`config.mk`:
```
export PLATFORM = sky130hd
export DESIGN_NAME = conv_layer_sequencer
export DESIGN_NICKNAME = d
export VERILOG_FILES = /design/src/rtl/conv_pkg.sv /design/src/rtl/conv_seq_watchdog.sv /design/src/rtl/conv_layer_sequencer.sv
export SDC_FILE = /design/constraint.sdc
export NUM_CORES = 1
export LEC_CHECK = 0
export CORE_UTILIZATION = 45
export CTS_BUF_LIST = sky130_fd_sc_hd__clkbuf_8
export CTS_CLUSTER_DIAMETER = 200
export DETAILED_ROUTE_END_ITERATION = 8
export PLACE_DENSITY = 0.66
export SLEW_MARGIN = 25
export SYNTH_ARGS = -nofsm -noshare
export SYNTH_HDL_FRONTEND = slang
export SYNTH_SLANG_ARGS = --single-unit
```
`constraint.sdc`:
```
create_clock -name clk -period 2.78 [get_ports clk]
set_input_delay 0.556 -clock clk [delete_from_list [all_inputs] [get_ports clk]]
set_output_delay 0.556 -clock clk [all_outputs]
set_load 0.005 [all_outputs]
```
`src/rtl/conv_pkg.sv`:
```
// Shared definitions for the convolution engine: datapath command codes,
// sequencer states and error codes.
package conv_pkg;

    localparam logic [2:0] CMD_IDLE   = 3'd0;
    localparam logic [2:0] CMD_INPUT  = 3'd1;
    localparam logic [2:0] CMD_BIAS   = 3'd2;
    localparam logic [2:0] CMD_WEIGHT = 3'd3;
    localparam logic [2:0] CMD_CONV   = 3'd4;

    localparam logic [1:0] ERR_NONE  = 2'd0;
    localparam logic [1:0] ERR_CFG   = 2'd1;
    localparam logic [1:0] ERR_WDOG  = 2'd2;
    localparam logic [1:0] ERR_ABORT = 2'd3;

    typedef enum logic [2:0] {
        ST_IDLE,
        ST_IN,
        ST_BIAS,
        ST_WGT,
        ST_CONV,
        ST_GAP,
        ST_FIN
    } state_t;

    function automatic logic [2:0] state_cmd(input state_t s);
        case (s)
            ST_IN:   return CMD_INPUT;
            ST_BIAS: return CMD_BIAS;
            ST_WGT:  return CMD_WEIGHT;
            ST_CONV: return CMD_CONV;
            default: return CMD_IDLE;
        endcase
    endfunction

endpackage

```
`src/rtl/conv_seq_watchdog.sv`:
```
// Phase watchdog: saturating counter, cleared by clr, advanced by en.
// expired flags the cycle whose increment brings the count to all-ones.
module conv_seq_watchdog #(
    parameter int WDOG_W = 24
) (
    input  logic clk,
    input  logic rstn,
    input  logic clr,
    input  logic en,
    output logic expired
);

    localparam logic [WDOG_W-1:0] CNT_MAX  = '1;
    localparam logic [WDOG_W-1:0] CNT_LAST = {{(WDOG_W-1){1'b1}}, 1'b0};
    localparam logic [WDOG_W-1:0] CNT_ONE  = {{(WDOG_W-1){1'b0}}, 1'b1};

    logic [WDOG_W-1:0] cnt_q, cnt_d;

    always_comb begin
        cnt_d = cnt_q;
        if (clr) begin
            cnt_d = '0;
        end else if (en && (cnt_q != CNT_MAX)) begin
            cnt_d = cnt_q + CNT_ONE;
        end
    end

    always_ff @(posedge clk or negedge rstn) begin
        if (!rstn) begin
            cnt_q <= '0;
        end else begin
            cnt_q <= cnt_d;
        end
    end

    assign expired = en && (cnt_q == CNT_LAST);

endmodule

```
`src/rtl/conv_layer_sequencer.sv`:
```
// Layer controller: latches config on start, walks input/bias load then a
// weight-load/compute pair per output-channel tile, one idle gap between commands.
module conv_layer_sequencer
    import conv_pkg::*;
#(
    parameter int OC_TILE = 8,
    parameter int WDOG_W  = 24
) (
    input  logic       clk,
    input  logic       rstn,
    input  logic       start,
    input  logic       abort,
    input  logic [5:0] cfg_flen,
    input  logic [8:0] cfg_in_ch,
    input  logic [8:0] cfg_out_ch,
    input  logic       input_done,
    input  logic       bias_done,
    input  logic       weight_done,
    input  logic       conv_done,
    output logic [2:0] command,
    output logic [5:0] flen,
    output logic [8:0] in_ch,
    output logic [8:0] oc_tile_len,
    output logic [8:0] tile_idx,
    output logic       busy,
    output logic       done,
    output logic       error,
    output logic [1:0] err_code
);

    localparam logic [9:0] TILE10 = 10'(OC_TILE);
    localparam logic [8:0] TILE9  = 9'(OC_TILE);

    state_t     state_q, state_d;
    state_t     gap_next_q, gap_next_d;
    logic [2:0] cmd_q, cmd_d;
    logic [5:0] flen_q, flen_d;
    logic [8:0] in_ch_q, in_ch_d;
    logic [8:0] tile_len_q, tile_len_d;
    logic [8:0] tile_idx_q, tile_idx_d;
    logic [8:0] n_tiles_q, n_tiles_d;
    logic [8:0] last_len_q, last_len_d;
    logic       busy_q, busy_d;
    logic       done_q, done_d;
    logic       error_q, error_d;
    logic [1:0] err_code_q, err_code_d;

    logic [8:0] n_tiles_calc, last_len_calc;
    logic       cfg_zero, wdog_en, wdog_clr, wdog_expired;

    assign wdog_en  = (state_q == ST_IN) || (state_q == ST_BIAS) ||
                      (state_q == ST_WGT) || (state_q == ST_CONV);
    assign wdog_clr = (state_d != state_q);

    conv_seq_watchdog #(.WDOG_W(WDOG_W)) u_wdog (
        .clk     (clk),
        .rstn    (rstn),
        .clr     (wdog_clr),
        .en      (wdog_en),
        .expired (wdog_expired)
    );

    always_comb begin
        cfg_zero      = (cfg_flen == '0) || (cfg_in_ch == '0) || (cfg_out_ch == '0);
        n_tiles_calc  = 9'(({1'b0, cfg_out_ch} + TILE10 - 10'd1) / TILE10);
        last_len_calc = 9'({1'b0, cfg_out_ch} - ({1'b0, n_tiles_calc} - 10'd1) * TILE10);

        state_d    = state_q;
        gap_next_d = gap_next_q;
        cmd_d      = cmd_q;
        flen_d     = flen_q;
        in_ch_d    = in_ch_q;
        tile_len_d = tile_len_q;
        tile_idx_d = tile_idx_q;
        n_tiles_d  = n_tiles_q;
        last_len_d = last_len_q;
        busy_d     = busy_q;
        done_d     = 1'b0;
        error_d    = error_q;
        err_code_d = err_code_q;

        case (state_q)
            ST_IDLE: begin
                if (start && !abort) begin
                    if (cfg_zero) begin
                        error_d    = 1'b1;
                        err_code_d = ERR_CFG;
                    end else begin
                        state_d    = ST_IN;
                        cmd_d      = CMD_INPUT;
                        busy_d     = 1'b1;
                        error_d    = 1'b0;
                        err_code_d = ERR_NONE;
                        flen_d     = cfg_flen;
                        in_ch_d    = cfg_in_ch;
                        tile_idx_d = '0;
                        n_tiles_d  = n_tiles_calc;
                        last_len_d = last_len_calc;
                        tile_len_d = (n_tiles_calc == 9'd1) ? last_len_calc : TILE9;
                    end
                end
            end
            ST_IN: begin
                if (input_done) begin
                    state_d    = ST_GAP;
                    gap_next_d = ST_BIAS;
                    cmd_d      = CMD_IDLE;
                end
            end
            ST_BIAS: begin
                if (bias_done) begin
                    state_d    = ST_GAP;
                    gap_next_d = ST_WGT;
                    cmd_d      = CMD_IDLE;
                end
            end
            ST_WGT: begin
                if (weight_done) begin
                    state_d    = ST_GAP;
                    gap_next_d = ST_CONV;
                    cmd_d      = CMD_IDLE;
                end
            end
            ST_CONV: begin
                if (conv_done) begin
                    cmd_d = CMD_IDLE;
                    if (tile_idx_q == n_tiles_q - 9'd1) begin
                        state_d = ST_FIN;
                        done_d  = 1'b1;
                    end else begin
                        state_d    = ST_GAP;
                        gap_next_d = ST_WGT;
                        tile_idx_d = tile_idx_q + 9'd1;
                        tile_len_d = (tile_idx_q + 9'd1 == n_tiles_q - 9'd1) ? last_len_q : TILE9;
                    end
                end
            end
            ST_GAP: begin
                state_d = gap_next_q;
                cmd_d   = state_cmd(gap_next_q);
            end
            ST_FIN: begin
                state_d = ST_IDLE;
                busy_d  = 1'b0;
            end
            default: begin
                state_d = ST_IDLE;
                cmd_d   = CMD_IDLE;
                busy_d  = 1'b0;
            end
        endcase

        // A phase that completes in its expiry cycle still counts as completed.
        if (wdog_expired && (state_d == state_q)) begin
            state_d    = ST_IDLE;
            cmd_d      = CMD_IDLE;
            busy_d     = 1'b0;
            error_d    = 1'b1;
            err_code_d = ERR_WDOG;
        end

        if (abort && (state_q != ST_IDLE)) begin
            state_d    = ST_IDLE;
            cmd_d      = CMD_IDLE;
            busy_d     = 1'b0;
            done_d     = 1'b0;
            error_d    = 1'b1;
            err_code_d = ERR_ABORT;
        end
    end

    always_ff @(posedge clk or negedge rstn) begin
        if (!rstn) begin
            state_q    <= ST_IDLE;
            gap_next_q <= ST_IDLE;
            cmd_q      <= CMD_IDLE;
            flen_q     <= '0;
            in_ch_q    <= '0;
            tile_len_q <= '0;
            tile_idx_q <= '0;
            n_tiles_q  <= '0;
            last_len_q <= '0;
            busy_q     <= 1'b0;
            done_q     <= 1'b0;
            error_q    <= 1'b0;
            err_code_q <= ERR_NONE;
        end else begin
            state_q    <= state_d;
            gap_next_q <= gap_next_d;
            cmd_q      <= cmd_d;
            flen_q     <= flen_d;
            in_ch_q    <= in_ch_d;
            tile_len_q <= tile_len_d;
            tile_idx_q <= tile_idx_d;
            n_tiles_q  <= n_tiles_d;
            last_len_q <= last_len_d;
            busy_q     <= busy_d;
            done_q     <= done_d;
            error_q    <= error_d;
            err_code_q <= err_code_d;
        end
    end

    assign command     = cmd_q;
    assign flen        = flen_q;
    assign in_ch       = in_ch_q;
    assign oc_tile_len = tile_len_q;
    assign tile_idx    = tile_idx_q;
    assign busy        = busy_q;
    assign done        = done_q;
    assign error       = error_q;
    assign err_code    = err_code_q;

endmodule

```
==> results of run 1 <==
## logic make-up after synthesis
logic type	share of synthesized area, %
muxes	3.081
DFF	42.54
and+or+nand+nor	24.57
xor gates and xnor gates	9.731
buffers and inverters	3.790
AOI/OAI and AO/OA	13.20
adders and majority gates	3.081
## repair_timing
item                                    in CTS  in global routing
gates resized for setup                      8                 23
pin swaps                                    4                 10
endpoints found under the hold margin        0                  0
hold buffers                                 0                  0
endpoints found under the setup margin       4                  3
setup buffers                                1                  3
## cell usage after synthesis, types with 2 or more instances
cell,n,area [µm²]
nand2_1,102,382.9
dfrtp_1,87,2177
nor2_1,63,236.5
xnor2_1,34,297.8
a21oi_1,25,125.1
o21ai_0,24,120.1
nand3_1,23,115.1
inv_1,21,78.83
nand4_1,18,112.6
xor2_1,15,131.4
clkbuf_1,11,41.29
ha_1,11,137.6
nand2b_1,9,56.30
buf_2,8,40.04
a22o_1,7,61.31
nor3_1,7,35.03
nor4_1,7,43.79
or3_1,7,43.79
and2_1,6,37.54
and3_1,6,37.54
mux2_2,6,67.56
a31oi_1,5,31.28
mux2_4,4,60.06
nand3b_1,4,30.03
nor2b_1,4,25.02
o21a_1,4,30.03
o22ai_1,4,25.02
a211oi_1,3,22.52
a21o_1,3,22.52
buf_1,3,11.26
mux2i_1,3,30.03
o2bb2ai_1,3,26.28
a211o_1,2,17.52
a21oi_2,2,17.52
a22oi_1,2,15.01
a2bb2o_1,2,20.02
buf_6,2,22.52
nor3_2,2,20.02
o22a_1,2,17.52
o31a_1,2,17.52
or2_2,2,12.51
xnor3_1,2,45.04
## power breakdown
part	switching (µW)	total [µW]	leakage (µW)	internal (µW)
sequential	293	1870	0.00113	1580
combinational	1240	2510	0.00162	1260
clock	517	860	0.0000892	343
## layer usage
layer | vias up | track usage [%] | part of all wire [%]
met5 | - | 0 | 0
met4 | 0 | 9.653 | 1.7
met3 | 13 | 5.559 | 6.1
met2 | 120 | 36.44 | 47
met1 | 2173 | 31.05 | 46
li1 | 2224 | - | -
## per-stage QoR
| step | hold slack (ns) | worst slack (ns) | std cells | utilization, % |
|---|---|---|---|---|
| floorplan | 0.2604 | -0.1065 | 577 | - |
| global route | 0.1879 | 0.006135 | 839 | 60.63 |
| detailed placement | 0.4660 | -0.7496 | 819 | 58.19 |
| CTS | 0.1566 | 0.004706 | 836 | 59.98 |
| global placement | 0.4588 | -0.6734 | 819 | 58.19 |
| finish | 0.1494 | 0.1255 | 839 | 60.63 |
## final cells by class
type / count / area share, %
multi-input combinational: 445 / 42.58
sequential: 87 / 32.69
timing repair buffer: 130 / 18.13
tap: 140 / 2.631
clock buffer: 9 / 1.860
inverter: 21 / 1.184
clock inverter: 7 / 0.9207
## state kept, by name, indices dropped and copies added, names as in the netlist
register and flops:
busy 1, command 3, done 1, err_code 2, error 1, flen 6
gap_next_q 3, in_ch 9, last_len_q 9, n_tiles_q 7, oc_tile_len 9, state_q 3
tile_idx 9, u_wdog.cnt_q 24
## worst max-delay path by stage
stage	end	slack [ns]	cells past startpoint	from
after floorplan	oc_tile_len[7]	-0.11	10	cfg_out_ch[2]
after global placement	oc_tile_len[7]	-0.67	11	cfg_out_ch[2]
after global routing	oc_tile_len[7]	0.006	11	cfg_out_ch[2]
after detailed placement	oc_tile_len[7]	-0.75	11	cfg_out_ch[2]
after CTS	oc_tile_len[7]	0.005	13	cfg_out_ch[1]
final	oc_tile_len[8]	0.13	13	cfg_out_ch[2]
==> reports/qor.yml, run 1 <==
run_status:
  outcome: "finished clean"
worst_setup_path:
  cpMostUsedCell: "ha_1"
  crit_slowest_cell: "o31a_1"
  arrival_ns: 2.92
  worstPathMaxFanout: 3
  crit_type: "input port to flip-flop"
  max_stage_delay_ns: 0.33
  r2r-start: "n_tiles_q[2]"
  crit_buf_inv: 3
  reg2reg_slack_ns: 0.24
  critPathTopFamily: "compound AO/OA/AOI/OAI gates"
  r2r-end: "oc_tile_len[6]"
  worstPathCellList: "buf_8 -> o31a_1 -> xnor2_2 -> ha_1 -> inv_2 -> buf_4 -> ha_1 -> a21o_1 -> a21oi_2 -> o21ai_1 -> xor2_1 -> o2bb2ai_1 -> mux2_2"
  start_kind: "input port"
  critical_path_required_ns: 3.05
  r2r_cells: 8
  crit_path_end_kind: "flip-flop"
floorplan:
  core_area_um2: 10980
  fp.dieW_um: 108.6
  dieArea_um2: 11800
  start_util_pct: 46.59
  die_height_um: 108.6
  io_pins: 73
  row_count: 38
finish:
  design_area_um2: 6659
  diodes: 0
  layout.nets: 738
  fillers: 960
  multi_input_area_um2: 2835
  area_growth_pct: 30.12
  layout.cells.most_common: "nand2_1"
  drive_gt1_share_pct: 16.45
  layout_common_cells: "102 x nand2_1, 87 x dfrtp_1, 66 x clkdlybuf4s50_1, 62 x nor2_1, 55 x buf_4"
  register_area_um2: 2177
synthesis:
  synth_edf_count: 0
  synth-main-ff-cell: "dfrtp_1"
  synth_area_um2: 5117
  postSynthCellCount: 577
  synth-seq-cells: 87
  synth.avg_cell_area_um2: 8.869
  ys_seq_area_share_pct: 42.54
  mappedNetlistNets: 621
  netlist-cell-type-count: 62
  yosysWarningCount: 0
  async_flop_share_pct: 100.0
grt:
  grt_pass1_vias: 4407
  antenna_found_initial: 0
  grt_max_degree: 49
  grt_pass1_wl_um: 21130
  track_usage_pct: 23.33
  overflow: 0
place:
  dp_hpwl_um: 9449
  gp_congestion: 0.9412
  placed_area_um2: 6391
  numPortBuffers: 72
cts:
  clkTransAtPathRegs_ns: 0.09
  clock_latency_ns: 0.38
  cts_max_level: 3
  cts-root-buf: "clkbuf_8"
  clkSinkCount: 87
  cts_inserted_buffers: 9
  cts.path.max_buffers: 2
  cts_tree: "done"
route:
  ant_nets: 0
  vias: 4530
  wl_per_cell_um: 15.44
  drc: 0
  firstDrtPassIters: 4
  routed_via_density: 5.399
  wirelength_um: 12960
  drt_iter0_markers: 199
timing:
  finalCritPeriodShare_pct: 95.48
  finalHoldViolCount: 0
  period_needed_ns: 2.654
  fmax_mhz: 376.7
  slew_headroom_pct: 61.60
  rsz0062_at_grt: "no"
  setup_tns_ns: 0
  finClkSkew_ns: 0.01294
  tightest_slew_ns: 0.5760
  setup_violations: 0
  final_max_slew_viol_count: 0
pwr:
  finalPower_uw: 5240
  cellLeakagePower_uw: 0.002840
  ir_drop_mv: 0.4323
  p_per_area_nw_per_um2: 787.0
worst_hold_path:
  hold_class: "input port to asynchronous set/reset pin"
flow_run:
  cap_violations: 0
Note: power is estimated with default switching activity, not from simulation.
==> run 2, diff against run 1 <==
--- a/config.mk
+++ b/config.mk
@@ -5,11 +5,11 @@
 export SDC_FILE = /design/constraint.sdc
 export NUM_CORES = 1
 export LEC_CHECK = 0
-export CORE_UTILIZATION = 45
+export CORE_UTILIZATION = 55
 export CTS_BUF_LIST = sky130_fd_sc_hd__clkbuf_8
 export CTS_CLUSTER_DIAMETER = 200
 export DETAILED_ROUTE_END_ITERATION = 8
-export PLACE_DENSITY = 0.66
+export PLACE_DENSITY = 0.78
 export SLEW_MARGIN = 25
 export SYNTH_ARGS = -nofsm -noshare
 export SYNTH_HDL_FRONTEND = slang
==> run 2 against run 1 <==
The run now ends with design-rule violations left. Die area is 18% lower. Sequential share of layout area increased by 0.34 points. Routed wire length fell by 1.8%. Maximum frequency down 2.3%. First-iteration DRC count increased by 6.0%. Global-route usage up 4.3 points. Sequential cell count unchanged. Clock power increased by 12%.
==> reports/qor.yml, run 2 (synthesis gave the netlist of run 1 again) <==
floorplan:
  core_area_um2: 8848  # -19%
  io_pins: 73  # unchanged
  start_util_pct: 57.83  # +11 points
  dieArea_um2: 9694  # -18%
  fp.dieW_um: 98.46  # -9.4%
  row_count: 34  # -11%
  die_height_um: 98.46  # -9.4%
cts:
  cts-root-buf: "clkbuf_8"
  cts_max_level: 3  # unchanged
  cts_tree: "done"
  hold_buffers: 0  # unchanged
  clock_latency_ns: 0.37  # about the same
  clkTransAtPathRegs_ns: 0.10  # about the same
  cts_inserted_buffers: 9  # unchanged
  clkSinkCount: 87  # unchanged
  cts.path.max_buffers: 2  # unchanged
finish:
  regMostFlops: "u_wdog.cnt_q"
  layout.cells.most_common: "nand2_1"
  area_growth_pct: 28.80
  layout.nets: 735  # -0.41%
  diodes: 0  # unchanged
  largest_register_ffs: 24  # unchanged
  layout_common_cells: "102 x nand2_1, 87 x dfrtp_1, 66 x clkdlybuf4s50_1, 62 x nor2_1, 52 x buf_4"
  drive_gt1_share_pct: 15.66  # -0.79 points
  design_area_um2: 6591  # -1.0%
worst_setup_path:
  r2r_cells: 9  # +1
  critical_path_required_ns: 3.04  # about the same
  r2r-end: "oc_tile_len[3]"
  start_kind: "input port"
  crit_path_end_kind: "flip-flop"
  r2r-start: "n_tiles_q[0]"
  reg2reg_slack_ns: 0.13  # -0.11 ns
  crit_type: "input port to flip-flop"
  arrival_ns: 2.98  # +0.06 ns
  worstPathMaxFanout: 4  # +1
flow_run:
  cap_violations: 0  # unchanged
grt:
  antenna_found_initial: 0  # unchanged
  grt_pass1_vias: 4576  # +3.8%
  grt_pass1_wl_um: 21420  # +1.4%
  overflow: 0  # unchanged
  track_usage_pct: 27.61  # +4.3 points
  grt_max_degree: 53  # +8.2%
timing:
  setup_violations: 0  # unchanged
  fmax_mhz: 368.0  # -2.3%
  rsz0062_at_grt: "yes"
  setup_tns_ns: 0  # unchanged
  slew_headroom_pct: 65.00  # +3.4 points
  tightest_slew_ns: 0.5202  # -0.05582 ns
  timing.final.ws_setup_ns: 0.06295  # -0.06257 ns
  finalHoldViolCount: 0  # unchanged
  finalCritPeriodShare_pct: 97.74  # +2.3 points
  period_needed_ns: 2.717  # +0.06257 ns
  final_max_slew_viol_count: 0  # unchanged
  timing.hold.ws_ns: 0.1452  # -0.004226 ns
  finClkSkew_ns: 0.008898  # -0.004037 ns
pwr:
  p_per_area_nw_per_um2: 814.6  # +3.5%
  ir_drop_mv: 0.5235  # +21%
  cellLeakagePower_uw: 0.002831  # -0.32%
place:
  dp_hpwl_um: 9234  # -2.3%
  gp_congestion: 0.8591  # -8.7%
  numPortBuffers: 72  # unchanged
  placed_area_um2: 6301  # -1.4%
  dp_slack_ns: -0.7905  # -0.04089 ns
route:
  vias: 4617  # +1.9%
  routed_via_density: 5.743  # +6.4%
  ant_nets: 0  # unchanged
  wirelength_um: 12720  # -1.8%
  drt_iter0_markers: 211  # +6.0%
  firstDrtPassIters: 7  # +3
  wl_per_cell_um: 15.82  # +2.4%
  drc: 4  # +4
worst_hold_path:
  hold_class: "input port to asynchronous set/reset pin"
run_status:
  outcome: "complete, but fails checks"
  violations: "design-rule violations"
-- run 2: cell types whose count changed in the layout (fill, tap and decap cells not counted), moves of 2 or more --
cell	before	now
buf_4	55	52
clkinvlp_4	2	0
inv_6	4	1
buf_2	0	3
inv_1	19	21
inv_2	2	0
o21ai_2	3	1
o21ai_1	2	4
-- run 2: through the flow --
stage          utilization (%)  std cells  power (µW)
6_report                 74.49        804        5369
5_1_grt                  74.49        804        5715
4_1_cts                  73.73        799        5301
3_5_place_dp             71.21        782        4323
3_3_place_gp             71.21        782        4244
2_1_floorplan                -        577        3328
-- run 2: power breakdown --
group | switching [µW] | total (µW) | internal [µW]
clock network | 506 | 962 | 456
registers | 302 | 1880 | 1580
logic | 1270 | 2520 | 1260
total | 2080 | 5370 | 3290
-- run 2: per-layer routing --
layer / global-route usage (%) / vias up / wire length [µm]
met5: 0 / - / 0
met2: 44.53 / 139 / 5912
met3: 5.745 / 15 / 806
met4: 7.463 / 0 / 155
met1: 38.16 / 2240 / 5841
li1: - / 2223 / -
-- run 2: worst max-delay path, stage by stage --
cell and delay [ns]:
buf_2 0.13, nor3_4 0.23, ha_4 0.24, or3_1 0.38, o21ai_1 0.17, xnor2_1 0.14, ha_1 0.28, a21oi_2 0.20
xor2_2 0.19, a2bb2o_4 0.22, mux2_4 0.25
-- run 2: final cells by class --
type | count | area [µm²]
multi-input combinational | 445 | 2831
fill | 659 | 2257
sequential | 87 | 2177
timing repair buffer | 127 | 1156
clock buffer | 10 | 137.6
tap | 108 | 135.1
inverter | 21 | 78.83
clock inverter | 6 | 75.07
-- run 2: worst max-delay path by stage --
stage | slack [ns] | cells past startpoint | startpoint | end
detailed placement | -0.79 | 11 | cfg_out_ch[2] | oc_tile_len[7]
finish | 0.06 | 11 | cfg_out_ch[1] | oc_tile_len[7]
global route | -0.01 | 11 | cfg_out_ch[1] | oc_tile_len[7]
global placement | -0.69 | 11 | cfg_out_ch[2] | oc_tile_len[7]
CTS | 0.06 | 13 | cfg_out_ch[3] | oc_tile_len[7]
floorplan | -0.11 | 10 | cfg_out_ch[2] | oc_tile_len[7]
-- run 2: repair_timing --
item                       4_1_cts  5_1_grt
hold endpoints to repair         0        0
resized for setup               18        7
setup endpoints to repair        7        5
cloned                           0        0
buffers inserted                 1        5
pin swaps                       10        6
